`config.mk`:
```
export PLATFORM = sky130hd
export DESIGN_NAME = alu_share_arbiter_flat
export DESIGN_NICKNAME = d
export VERILOG_FILES = /design/src/rtl/alu_share_arbiter_if.sv /design/src/rtl/alu_share_arbiter.sv /design/src/flat_wrapper.sv
export SDC_FILE = /design/constraint.sdc
export NUM_CORES = 1
export LEC_CHECK = 0
export ABC_AREA = 1
export CORE_AREA = 2 2 114 116
export CTS_CLUSTER_DIAMETER = 50
export DETAILED_ROUTE_END_ITERATION = 6
export DIE_AREA = 0 0 116 118
export DONT_BUFFER_PORTS = 1
export PLACE_DENSITY = 0.59
export SETUP_SLACK_MARGIN = 0.4
export SKIP_CTS_REPAIR_TIMING = 1
export SLEW_MARGIN = 10
export SYNTH_ARGS = -nofsm -noshare
export SYNTH_HDL_FRONTEND = slang
export SYNTH_SLANG_ARGS = --single-unit
```
`constraint.sdc`:
```
create_clock -name clk -period 4.23 [get_ports clk]
set_clock_uncertainty 0.05 [all_clocks]
set_input_delay 0.6345 -clock clk [delete_from_list [all_inputs] [get_ports clk]]
set_output_delay 0.6345 -clock clk [all_outputs]
set_load 0.005 [all_outputs]
```
`src/rtl/alu_share_arbiter_if.sv`:
```
// Bundle between alu_share_arbiter and its environment: the two requester ports,
// the shared response channel and the ALU operand/result wires.
interface alu_share_arbiter_if;
  logic [1:0]  req_valid;
  logic [1:0]  req_ready;
  logic [31:0] req_a0;
  logic [31:0] req_a1;
  logic [31:0] req_b0;
  logic [31:0] req_b1;
  logic [3:0]  req_ctrl0;
  logic [3:0]  req_ctrl1;
  logic [4:0]  req_shamt0;
  logic [4:0]  req_shamt1;
  logic [31:0] alu_in1;
  logic [31:0] alu_in2;
  logic [3:0]  alu_ctrl;
  logic [5:0]  alu_shamt;
  logic [31:0] alu_result;
  logic        alu_zero;
  logic [1:0]  rsp_valid;
  logic [1:0]  rsp_ready;
  logic [31:0] rsp_result;
  logic        rsp_zero;
  logic        rsp_illegal;

  // master is the surroundings: both requesters plus the ALU itself
  modport master (
    output req_valid, req_a0, req_a1, req_b0, req_b1, req_ctrl0, req_ctrl1,
           req_shamt0, req_shamt1, alu_result, alu_zero, rsp_ready,
    input  req_ready, alu_in1, alu_in2, alu_ctrl, alu_shamt,
           rsp_valid, rsp_result, rsp_zero, rsp_illegal
  );

  modport slave (
    input  req_valid, req_a0, req_a1, req_b0, req_b1, req_ctrl0, req_ctrl1,
           req_shamt0, req_shamt1, alu_result, alu_zero, rsp_ready,
    output req_ready, alu_in1, alu_in2, alu_ctrl, alu_shamt,
           rsp_valid, rsp_result, rsp_zero, rsp_illegal
  );
endinterface

```
`src/rtl/alu_share_arbiter.sv`:
```
// Round-robin sequencer sharing one single-cycle ALU between two requesters;
// one operation in flight, response held until the owner acknowledges it.
module alu_share_arbiter (
  input  logic                 clk,
  input  logic                 rst_n,
  alu_share_arbiter_if.slave   bus
);

  typedef enum logic [1:0] {IDLE, EXEC, RESP} state_t;

  state_t      state_q, state_d;
  logic        last_port_q, last_port_d;
  logic        owner_q, owner_d;
  logic [31:0] a_q, a_d;
  logic [31:0] b_q, b_d;
  logic [3:0]  ctrl_q, ctrl_d;
  logic [4:0]  shamt_q, shamt_d;
  logic [31:0] result_q, result_d;
  logic        zero_q, zero_d;
  logic        illegal_q, illegal_d;
  logic [1:0]  grant;

  function automatic logic is_legal(input logic [3:0] code);
    case (code)
      4'd0, 4'd1, 4'd2, 4'd6, 4'd7, 4'd12, 4'd13: is_legal = 1'b1;
      default:                                    is_legal = 1'b0;
    endcase
  endfunction

  // A lone requester always wins; on a tie the port not served last wins.
  always_comb begin
    grant = 2'b00;
    if (state_q == IDLE) begin
      grant[0] = bus.req_valid[0] & (~bus.req_valid[1] | last_port_q);
      grant[1] = bus.req_valid[1] & (~bus.req_valid[0] | ~last_port_q);
    end
  end

  always_comb begin
    state_d     = state_q;
    last_port_d = last_port_q;
    owner_d     = owner_q;
    a_d         = a_q;
    b_d         = b_q;
    ctrl_d      = ctrl_q;
    shamt_d     = shamt_q;
    result_d    = result_q;
    zero_d      = zero_q;
    illegal_d   = illegal_q;
    case (state_q)
      IDLE: begin
        if (|(bus.req_valid & grant)) begin
          owner_d     = grant[1];
          last_port_d = grant[1];
          a_d         = grant[1] ? bus.req_a1     : bus.req_a0;
          b_d         = grant[1] ? bus.req_b1     : bus.req_b0;
          ctrl_d      = grant[1] ? bus.req_ctrl1  : bus.req_ctrl0;
          shamt_d     = grant[1] ? bus.req_shamt1 : bus.req_shamt0;
          state_d     = EXEC;
        end
      end
      EXEC: begin
        result_d  = bus.alu_result;
        zero_d    = bus.alu_zero;
        illegal_d = ~is_legal(ctrl_q);
        state_d   = RESP;
      end
      RESP: begin
        if (bus.rsp_ready[owner_q]) state_d = IDLE;
      end
      default: state_d = IDLE;
    endcase
  end

  always_ff @(posedge clk or negedge rst_n) begin
    if (!rst_n) begin
      state_q     <= IDLE;
      last_port_q <= 1'b1;
      owner_q     <= 1'b0;
      a_q         <= '0;
      b_q         <= '0;
      ctrl_q      <= '0;
      shamt_q     <= '0;
      result_q    <= '0;
      zero_q      <= 1'b0;
      illegal_q   <= 1'b0;
    end else begin
      state_q     <= state_d;
      last_port_q <= last_port_d;
      owner_q     <= owner_d;
      a_q         <= a_d;
      b_q         <= b_d;
      ctrl_q      <= ctrl_d;
      shamt_q     <= shamt_d;
      result_q    <= result_d;
      zero_q      <= zero_d;
      illegal_q   <= illegal_d;
    end
  end

  assign bus.req_ready   = grant;
  assign bus.alu_in1     = a_q;
  assign bus.alu_in2     = b_q;
  assign bus.alu_ctrl    = ctrl_q;
  assign bus.alu_shamt   = {1'b0, shamt_q};
  assign bus.rsp_valid   = (state_q == RESP) ? (owner_q ? 2'b10 : 2'b01) : 2'b00;
  assign bus.rsp_result  = result_q;
  assign bus.rsp_zero    = zero_q;
  assign bus.rsp_illegal = illegal_q;

endmodule

```
`src/flat_wrapper.sv`:
```
// flat-port wrapper written by rule: the top's interface ports become plain ports
module alu_share_arbiter_flat 
  (clk, rst_n, bus_req_valid, bus_req_a0, bus_req_a1, bus_req_b0, bus_req_b1, bus_req_ctrl0, bus_req_ctrl1, bus_req_shamt0, bus_req_shamt1, bus_alu_result, bus_alu_zero, bus_rsp_ready, bus_req_ready, bus_alu_in1, bus_alu_in2, bus_alu_ctrl, bus_alu_shamt, bus_rsp_valid, bus_rsp_result, bus_rsp_zero, bus_rsp_illegal);
  alu_share_arbiter_if bus_i ();
  input  logic clk;
  input  logic rst_n;
  input wire logic [$bits(bus_i.req_valid)-1:0] bus_req_valid;
  input wire logic [$bits(bus_i.req_a0)-1:0] bus_req_a0;
  input wire logic [$bits(bus_i.req_a1)-1:0] bus_req_a1;
  input wire logic [$bits(bus_i.req_b0)-1:0] bus_req_b0;
  input wire logic [$bits(bus_i.req_b1)-1:0] bus_req_b1;
  input wire logic [$bits(bus_i.req_ctrl0)-1:0] bus_req_ctrl0;
  input wire logic [$bits(bus_i.req_ctrl1)-1:0] bus_req_ctrl1;
  input wire logic [$bits(bus_i.req_shamt0)-1:0] bus_req_shamt0;
  input wire logic [$bits(bus_i.req_shamt1)-1:0] bus_req_shamt1;
  input wire logic [$bits(bus_i.alu_result)-1:0] bus_alu_result;
  input wire logic [$bits(bus_i.alu_zero)-1:0] bus_alu_zero;
  input wire logic [$bits(bus_i.rsp_ready)-1:0] bus_rsp_ready;
  output wire logic [$bits(bus_i.req_ready)-1:0] bus_req_ready;
  output wire logic [$bits(bus_i.alu_in1)-1:0] bus_alu_in1;
  output wire logic [$bits(bus_i.alu_in2)-1:0] bus_alu_in2;
  output wire logic [$bits(bus_i.alu_ctrl)-1:0] bus_alu_ctrl;
  output wire logic [$bits(bus_i.alu_shamt)-1:0] bus_alu_shamt;
  output wire logic [$bits(bus_i.rsp_valid)-1:0] bus_rsp_valid;
  output wire logic [$bits(bus_i.rsp_result)-1:0] bus_rsp_result;
  output wire logic [$bits(bus_i.rsp_zero)-1:0] bus_rsp_zero;
  output wire logic [$bits(bus_i.rsp_illegal)-1:0] bus_rsp_illegal;
  assign bus_i.req_valid = bus_req_valid;
  assign bus_i.req_a0 = bus_req_a0;
  assign bus_i.req_a1 = bus_req_a1;
  assign bus_i.req_b0 = bus_req_b0;
  assign bus_i.req_b1 = bus_req_b1;
  assign bus_i.req_ctrl0 = bus_req_ctrl0;
  assign bus_i.req_ctrl1 = bus_req_ctrl1;
  assign bus_i.req_shamt0 = bus_req_shamt0;
  assign bus_i.req_shamt1 = bus_req_shamt1;
  assign bus_i.alu_result = bus_alu_result;
  assign bus_i.alu_zero = bus_alu_zero;
  assign bus_i.rsp_ready = bus_rsp_ready;
  assign bus_req_ready = bus_i.req_ready;
  assign bus_alu_in1 = bus_i.alu_in1;
  assign bus_alu_in2 = bus_i.alu_in2;
  assign bus_alu_ctrl = bus_i.alu_ctrl;
  assign bus_alu_shamt = bus_i.alu_shamt;
  assign bus_rsp_valid = bus_i.rsp_valid;
  assign bus_rsp_result = bus_i.rsp_result;
  assign bus_rsp_zero = bus_i.rsp_zero;
  assign bus_rsp_illegal = bus_i.rsp_illegal;
  alu_share_arbiter u_core (.clk(clk), .rst_n(rst_n), .bus(bus_i));
endmodule
```
==> results.ini, run 1 <==
[setup_path]
worstSetupPathType = reg2out
critPathLaunchType = flop
cp-end-kind = output port
arrival_ns = 2.21
cp.required_ns = 3.55
critPathMaxFanout = 74

[global_route]
grt_pass1_vias = 4881
grt_max_degree = 112
antenna_found_initial = 0
grtUsageTotal = 0.234
overflow = 0
grt_pass1_wl_um = 25400

[power]
sw_frac_of_total = 0.437
fin_total_pwr_mw = 4.60
ir_worst_vdd_uv = 257
pwr-share-comb = 0.354
p_clk_frac = 0.190
p_leak_nw = 3.61
p_int_mw = 2.59
p_per_area_nw_per_um2 = 742
power_frac_seq = 0.456
p_sw_mw = 2.01

[route]
ant_nets = 0
wl_um = 16400
viasPerCell = 5.45
wl_per_cell_um = 17.3
vias = 5167
drt-initial-drc-count = 515
drc = 0
firstDrtPassIters = 5

[synthesis]
ys_seq_elements = 111
syn_area_um2 = 5900
netlist_instances = 816
synth_fp_nets = 1001
synth_warnings = 0
ys_seq_area_frac = 0.471
ys_types = 19
syn_avg_cell_area_um2 = 7.23

[die]
ios = 297
fp.dieArea_um2 = 13700
rows = 41
core_area_um2 = 12400
die_w_um = 116
initial_utilization = 0.475
dieHeight_um = 118

[final_layout]
layout_commonest_cell = nand2_1
area_growth_pct = 5.15
fin_nets = 956
antenna_cells = 0
final_cell_count_no_fill = 948
final_cell_mix = 252 x nand2_1, 153 x inv_1, 149 x nand3_1
nFillCells = 1267
drive_above_1_share = 0.0387
fin_util = 0.500

[clock_network]
cts_tree = done
clock_sinks = 111
cts_buffer_depth = 2
root_buffer = clkbuf_16
clock_latency_ns = 0.34
path_clk_slew_ns = 0.07
htreeDepth = 3
cts_inserted_buffers = 9

[sta]
fmax_mhz = 345
period_minus_slack_ns = 2.90
tns_ns = 0
fin_hold_ws_ns = 0.0790
min_period_over_period = 0.685
slew_headroom = 0.342
hold_viol_final = 0
worst_slew_pin_slew_ns = 0.980
rsz0062_at_grt = false
setup_violations = 0
final_max_slew_viol_count = 0

[flow_run]
maxCapViolations = 0

[worst_hold_path]
hold_path_class = in2async

[placement]
finalWeightedCongestion = 0.864
dp_cells = 931
post-dp-hpwl_um = 10900
io_buffers = 0

[outcome]
status = finished, final reports clean

## power groups by stage
stage,registers [mW],clock network (mW),logic (mW)
2_1_floorplan,1.93,0,1.39
3_3_place_gp,2.12,0,1.56
3_5_place_dp,2.12,0,1.62
4_1_cts,2.11,0.900,1.63
5_1_grt,2.16,0.950,1.89
6_report,2.10,0.874,1.63
## routing by layer
metal  vias to the layer above  track usage  wire length [µm]
li1                       2467            -                 -
met1                      2429        0.296              6530
met2                       240        0.376              7980
met3                        31       0.0721              1490
met4                         0       0.0833               353
met5                         -            0                 0
## metrics by stage
stage / setup WS, ns / cell area [µm²]
after detailed placement: 1.62 / 5870
final: 1.33 / 6200
after floorplan: 2.33 / 5900
after global routing: 1.12 / 6200
after CTS: 1.29 / 6180
after global placement: 1.68 / 5870
## registers in the layout, indices dropped and copies added (netlist names)
register / count
u_core.bus.rsp_zero: 1
u_core.owner_q: 1
u_core.shamt_q: 5
u_core.bus.rsp_illegal: 1
u_core.last_port_q: 1
u_core.bus.alu_in1: 32
u_core.bus.alu_ctrl: 4
u_core.bus.alu_in2: 32
u_core.state_q: 2
u_core.bus.rsp_result: 32
## cell usage after synthesis
cell type | n | area (µm²)
nand2_2 | 1 | 6.26
o21ai_0 | 2 | 10.0
nand2_1 | 254 | 953
inv_1 | 153 | 574
conb_1 | 1 | 3.75
nand3_1 | 150 | 751
buf_4 | 8 | 60.1
clkinv_1 | 1 | 3.75
nand3_2 | 1 | 10.0
dfrtp_1 | 110 | 2750
nor2_2 | 1 | 6.26
clkbuf_1 | 7 | 26.3
dfstp_2 | 1 | 26.3
nand3b_1 | 1 | 7.51
nor2_1 | 3 | 11.3
nand4_1 | 73 | 457
buf_1 | 4 | 15.0
a21oi_1 | 1 | 5.00
buf_2 | 44 | 220
## final timing paths
kind / slack [ns] / start / to / depth (start not counted)
min in group clk: 0.34 / bus_alu_result[21] / u_core.bus.rsp_result[21] / 2
hold reg to reg: 0.46 / u_core.bus.rsp_result[9] / u_core.bus.rsp_result[9] / 2
hold / removal: 0.08 / rst_n / u_core.last_port_q / 0
setup / recovery: 1.33 / u_core.state_q[1] / bus_req_ready[0] / 4
setup reg to reg: 1.62 / u_core.state_q[1] / u_core.bus.alu_in1[25] / 6
max in group asynchronous: 3.53 / rst_n / u_core.bus.alu_in1[23] / 1
## critical path: stages, from the launching register on
cell,delay (ns)
dfrtp_1,0.41
nor2_4,0.68
nand3_4,0.13
buf_4,0.40
inv_1,0.24
## logic make-up after synthesis
family	synth area share
buffers and inverters	0.152
other	0.000636
DFF	0.471
AOI/OAI and AO/OA	0.00254
and+or+nand+nor	0.373
## layout make-up
class / instances / area (µm²) / area share
clock buffer: 9 / 225 / 0.0363
clock inverter: 7 / 82.6 / 0.0133
inverter: 154 / 578 / 0.0932
multi-input combinational: 488 / 2250 / 0.363
sequential: 111 / 2780 / 0.448
tap: 172 / 215 / 0.0347
timing repair buffer: 7 / 72.6 / 0.0117
Note: power is estimated with default switching activity, not from simulation.
==> run 2, diff against run 1 <==
--- a/config.mk
+++ b/config.mk
@@ -6,12 +6,12 @@
 export NUM_CORES = 1
 export LEC_CHECK = 0
 export ABC_AREA = 1
-export CORE_AREA = 2 2 114 116
+export CORE_AREA = 2 2 115 117
 export CTS_CLUSTER_DIAMETER = 50
 export DETAILED_ROUTE_END_ITERATION = 6
-export DIE_AREA = 0 0 116 118
+export DIE_AREA = 0 0 117 119
 export DONT_BUFFER_PORTS = 1
-export PLACE_DENSITY = 0.59
+export PLACE_DENSITY = 0.58
 export SETUP_SLACK_MARGIN = 0.4
 export SKIP_CTS_REPAIR_TIMING = 1
 export SLEW_MARGIN = 10
==> constraint.sdc (replaced) <==
create_clock -name clk -period 2.7 [get_ports clk]
set_clock_uncertainty 0.05 [all_clocks]
set_input_delay 0.405 -clock clk [delete_from_list [all_inputs] [get_ports clk]]
set_output_delay 0.405 -clock clk [all_outputs]
set_load 0.005 [all_outputs]
==> run 2 against run 1 <==
Effect of this change:
- the flow now finishes with violations (negative hold slack)
- register-to-register slack got worse by 1.0 ns
- core utilization shrank 1.6 points
- final cell count up 0.74%
- combinational power rose by 58%
- sequential power is 56% higher
- routed wire length fell by 0.73%
- count of clock-buffer cells in the layout unchanged
- worst hold slack worse by 0.38 ns
- critical path depth stayed put
- worst setup slack lost 0.78 ns
- first-iteration DRC count is 4.5% lower
==> results.ini, run 2 (synthesized netlist as in run 1, its figures left out) <==
[outcome]
failed_checks = negative hold slack
status = finished, violations left  ; was finished, final reports clean

[placement]
post-dp-hpwl_um = 10800  ; was 10900 µm
finalWeightedCongestion = 0.900  ; was 0.864
place_ws_ns = 0.626  ; was 1.62 ns
io_buffers = 0  ; unchanged

[setup_path]
crit_family = buffers and inverters  ; was simple AND/OR/NAND/NOR gates
arrival_ns = 1.69  ; was 2.21 ns
worstPathCellList = nor2_4, nand3_4, buf_4, inv_1  ; unchanged
cp.depth = 4  ; unchanged
slowest_stage = dfrtp_1  ; was nor2_4
cp.required_ns = 2.25  ; was 3.55 ns
r2r_cells = 6  ; unchanged
critPathMaxFanout = 36  ; was 74
reg2reg_from = u_core.state_q[1]  ; unchanged
critPathLaunchType = flop  ; unchanged
timing.critical_path.buf_inv = 2  ; unchanged
r2r_setup_slack_ns = 0.59  ; was 1.62 ns
regToRegEndpoint = u_core.bus.alu_in1[1]  ; was u_core.bus.alu_in1[25]
cpPeakStageDelay_ns = 0.41  ; was 0.68 ns
cp-end-kind = output port  ; unchanged
worstSetupPathType = reg2out  ; unchanged

[final_layout]
final_cell_mix = 252 x nand2_1, 153 x inv_1, 149 x nand3_1  ; unchanged
nFillCells = 1334  ; was 1267
area_growth_pct = 5.51  ; was 5.15%
layout_commonest_cell = nand2_1  ; unchanged
drive_above_1_share = 0.0424  ; was 0.0387
fin_nets = 959  ; was 956
antenna_cells = 0  ; unchanged
fin_util = 0.483  ; was 0.500

[die]
core_area_um2 = 12900  ; was 12400 µm²
ios = 297  ; unchanged
fp.dieArea_um2 = 13900  ; was 13700 µm²
dieHeight_um = 119  ; was 118 µm
die_w_um = 117  ; was 116 µm
initial_utilization = 0.458  ; was 0.475
rows = 42  ; was 41

[sta]
slew_headroom = 0.462  ; was 0.342
hold_viol_final = 111  ; was 0
fin_hold_ws_ns = -0.304  ; was 0.0790 ns
min_period_over_period = 0.796
worst_slew_pin_slew_ns = 0.807  ; was 0.980 ns
final_max_slew_viol_count = 0  ; unchanged
fmax_mhz = 466
period_minus_slack_ns = 2.15
worst_slack_ns = 0.552  ; was 1.33 ns
rsz0062_at_grt = false  ; unchanged
tns_ns = 0  ; unchanged
setup_violations = 0  ; unchanged

[global_route]
grt_pass1_vias = 4866  ; was 4881
antenna_found_initial = 0  ; unchanged
grt_max_degree = 112  ; unchanged
grtUsageTotal = 0.231  ; was 0.234
grt_pass1_wl_um = 25200  ; was 25400 µm
overflow = 0  ; unchanged

[power]
ir_worst_vdd_uv = 407  ; was 257 µV
p_per_area_nw_per_um2 = 1160  ; was 742 nW/µm²
p_leak_nw = 3.63  ; was 3.61 nW

[clock_network]
cts_tree = done  ; unchanged
cts_buffer_depth = 2  ; unchanged
clock_latency_ns = 0.35  ; was 0.34 ns
root_buffer = clkbuf_16  ; unchanged
htreeDepth = 3  ; unchanged
clock_sinks = 111  ; unchanged
path_clk_slew_ns = 0.07  ; about the same
cts_inserted_buffers = 9  ; unchanged

[route]
drt-initial-drc-count = 492  ; was 515
firstDrtPassIters = 7  ; was 5
wl_um = 16200  ; was 16400 µm
vias = 5168  ; was 5167
ant_nets = 0  ; unchanged
wl_per_cell_um = 17.0  ; was 17.3 µm
drc = 0  ; unchanged
viasPerCell = 5.41  ; was 5.45

[worst_hold_path]
hold_path_class = in2async  ; unchanged

[flow_run]
maxCapViolations = 0  ; unchanged

==> run 2: changes by cell type in the layout (fill, tap and decap cells not counted) <==
cell | previous run | this run
clkinvlp_4 | 2 | 3
clkinv_2 | 0 | 2
inv_6 | 0 | 1
buf_12 | 0 | 2
buf_4 | 6 | 8
inv_8 | 1 | 0
clkinv_4 | 3 | 0
buf_16 | 1 | 0
==> run 2: power breakdown <==
part | switching [mW] | leakage, nW | internal, mW | total [mW]
registers | 0.763 | 1.36 | 2.51 | 3.28
clock network | 0.632 | 0.138 | 0.720 | 1.35
logic | 1.73 | 2.13 | 0.853 | 2.58
total | 3.12 | 3.63 | 4.09 | 7.21
==> run 2: area by class of cell <==
class | instances | area (µm²) | area share
clock buffers | 9 | 225 | 0.0362
multi-input cells | 488 | 2250 | 0.362
clock inverters | 7 | 71.3 | 0.0115
flip-flops and latches | 111 | 2780 | 0.446
inverters | 154 | 578 | 0.0929
repair buffers | 10 | 100 | 0.0161
well taps | 176 | 220 | 0.0354
==> run 2: worst register-to-register path, delay by kind of cell (launching register included) <==
family / cells / cell delay [ns]
buffers and inverters: 1 / 0.43
DFF: 1 / 0.41
and+or+nand+nor: 5 / 1.15
==> run 2: how the worst max path moves through the flow <==
| stage | end | startpoint | slack, ns |
|---|---|---|---|
| final | bus_req_ready[0] | u_core.state_q[1] | 0.55 |
| after global routing | u_core.bus.alu_ctrl[2] | u_core.state_q[1] | 0.43 |
| after CTS | bus_req_ready[0] | u_core.state_q[0] | 0.52 |
| after detailed placement | u_core.bus.alu_in2[12] | u_core.state_q[0] | 0.63 |
| after global placement | u_core.shamt_q[3] | u_core.state_q[0] | 0.72 |
| after floorplan | bus_req_ready[1] | u_core.last_port_q | 1.15 |
==> run 2: routing by layer <==
metal / share of wire / vias to the layer above / global-route usage / routed length (µm)
met5: 0 / - / 0 / 0
met4: 0.022 / 0 / 0.0860 / 364
met3: 0.091 / 25 / 0.0672 / 1470
met2: 0.47 / 262 / 0.367 / 7680
met1: 0.41 / 2420 / 0.297 / 6710
li1: - / 2461 / - / -
==> run 2: through the flow <==
stage	instances	power [mW]	hold slack, ns	cell area, µm²
2_1_floorplan	816	5.22	0.0594	5900
5_1_grt	955	7.82	-0.329	6220
3_5_place_dp	939	5.91	0.0627	5930
4_1_cts	955	7.28	-0.323	6220
3_3_place_gp	939	5.80	0.0621	5930
6_report	955	7.21	-0.304	6220
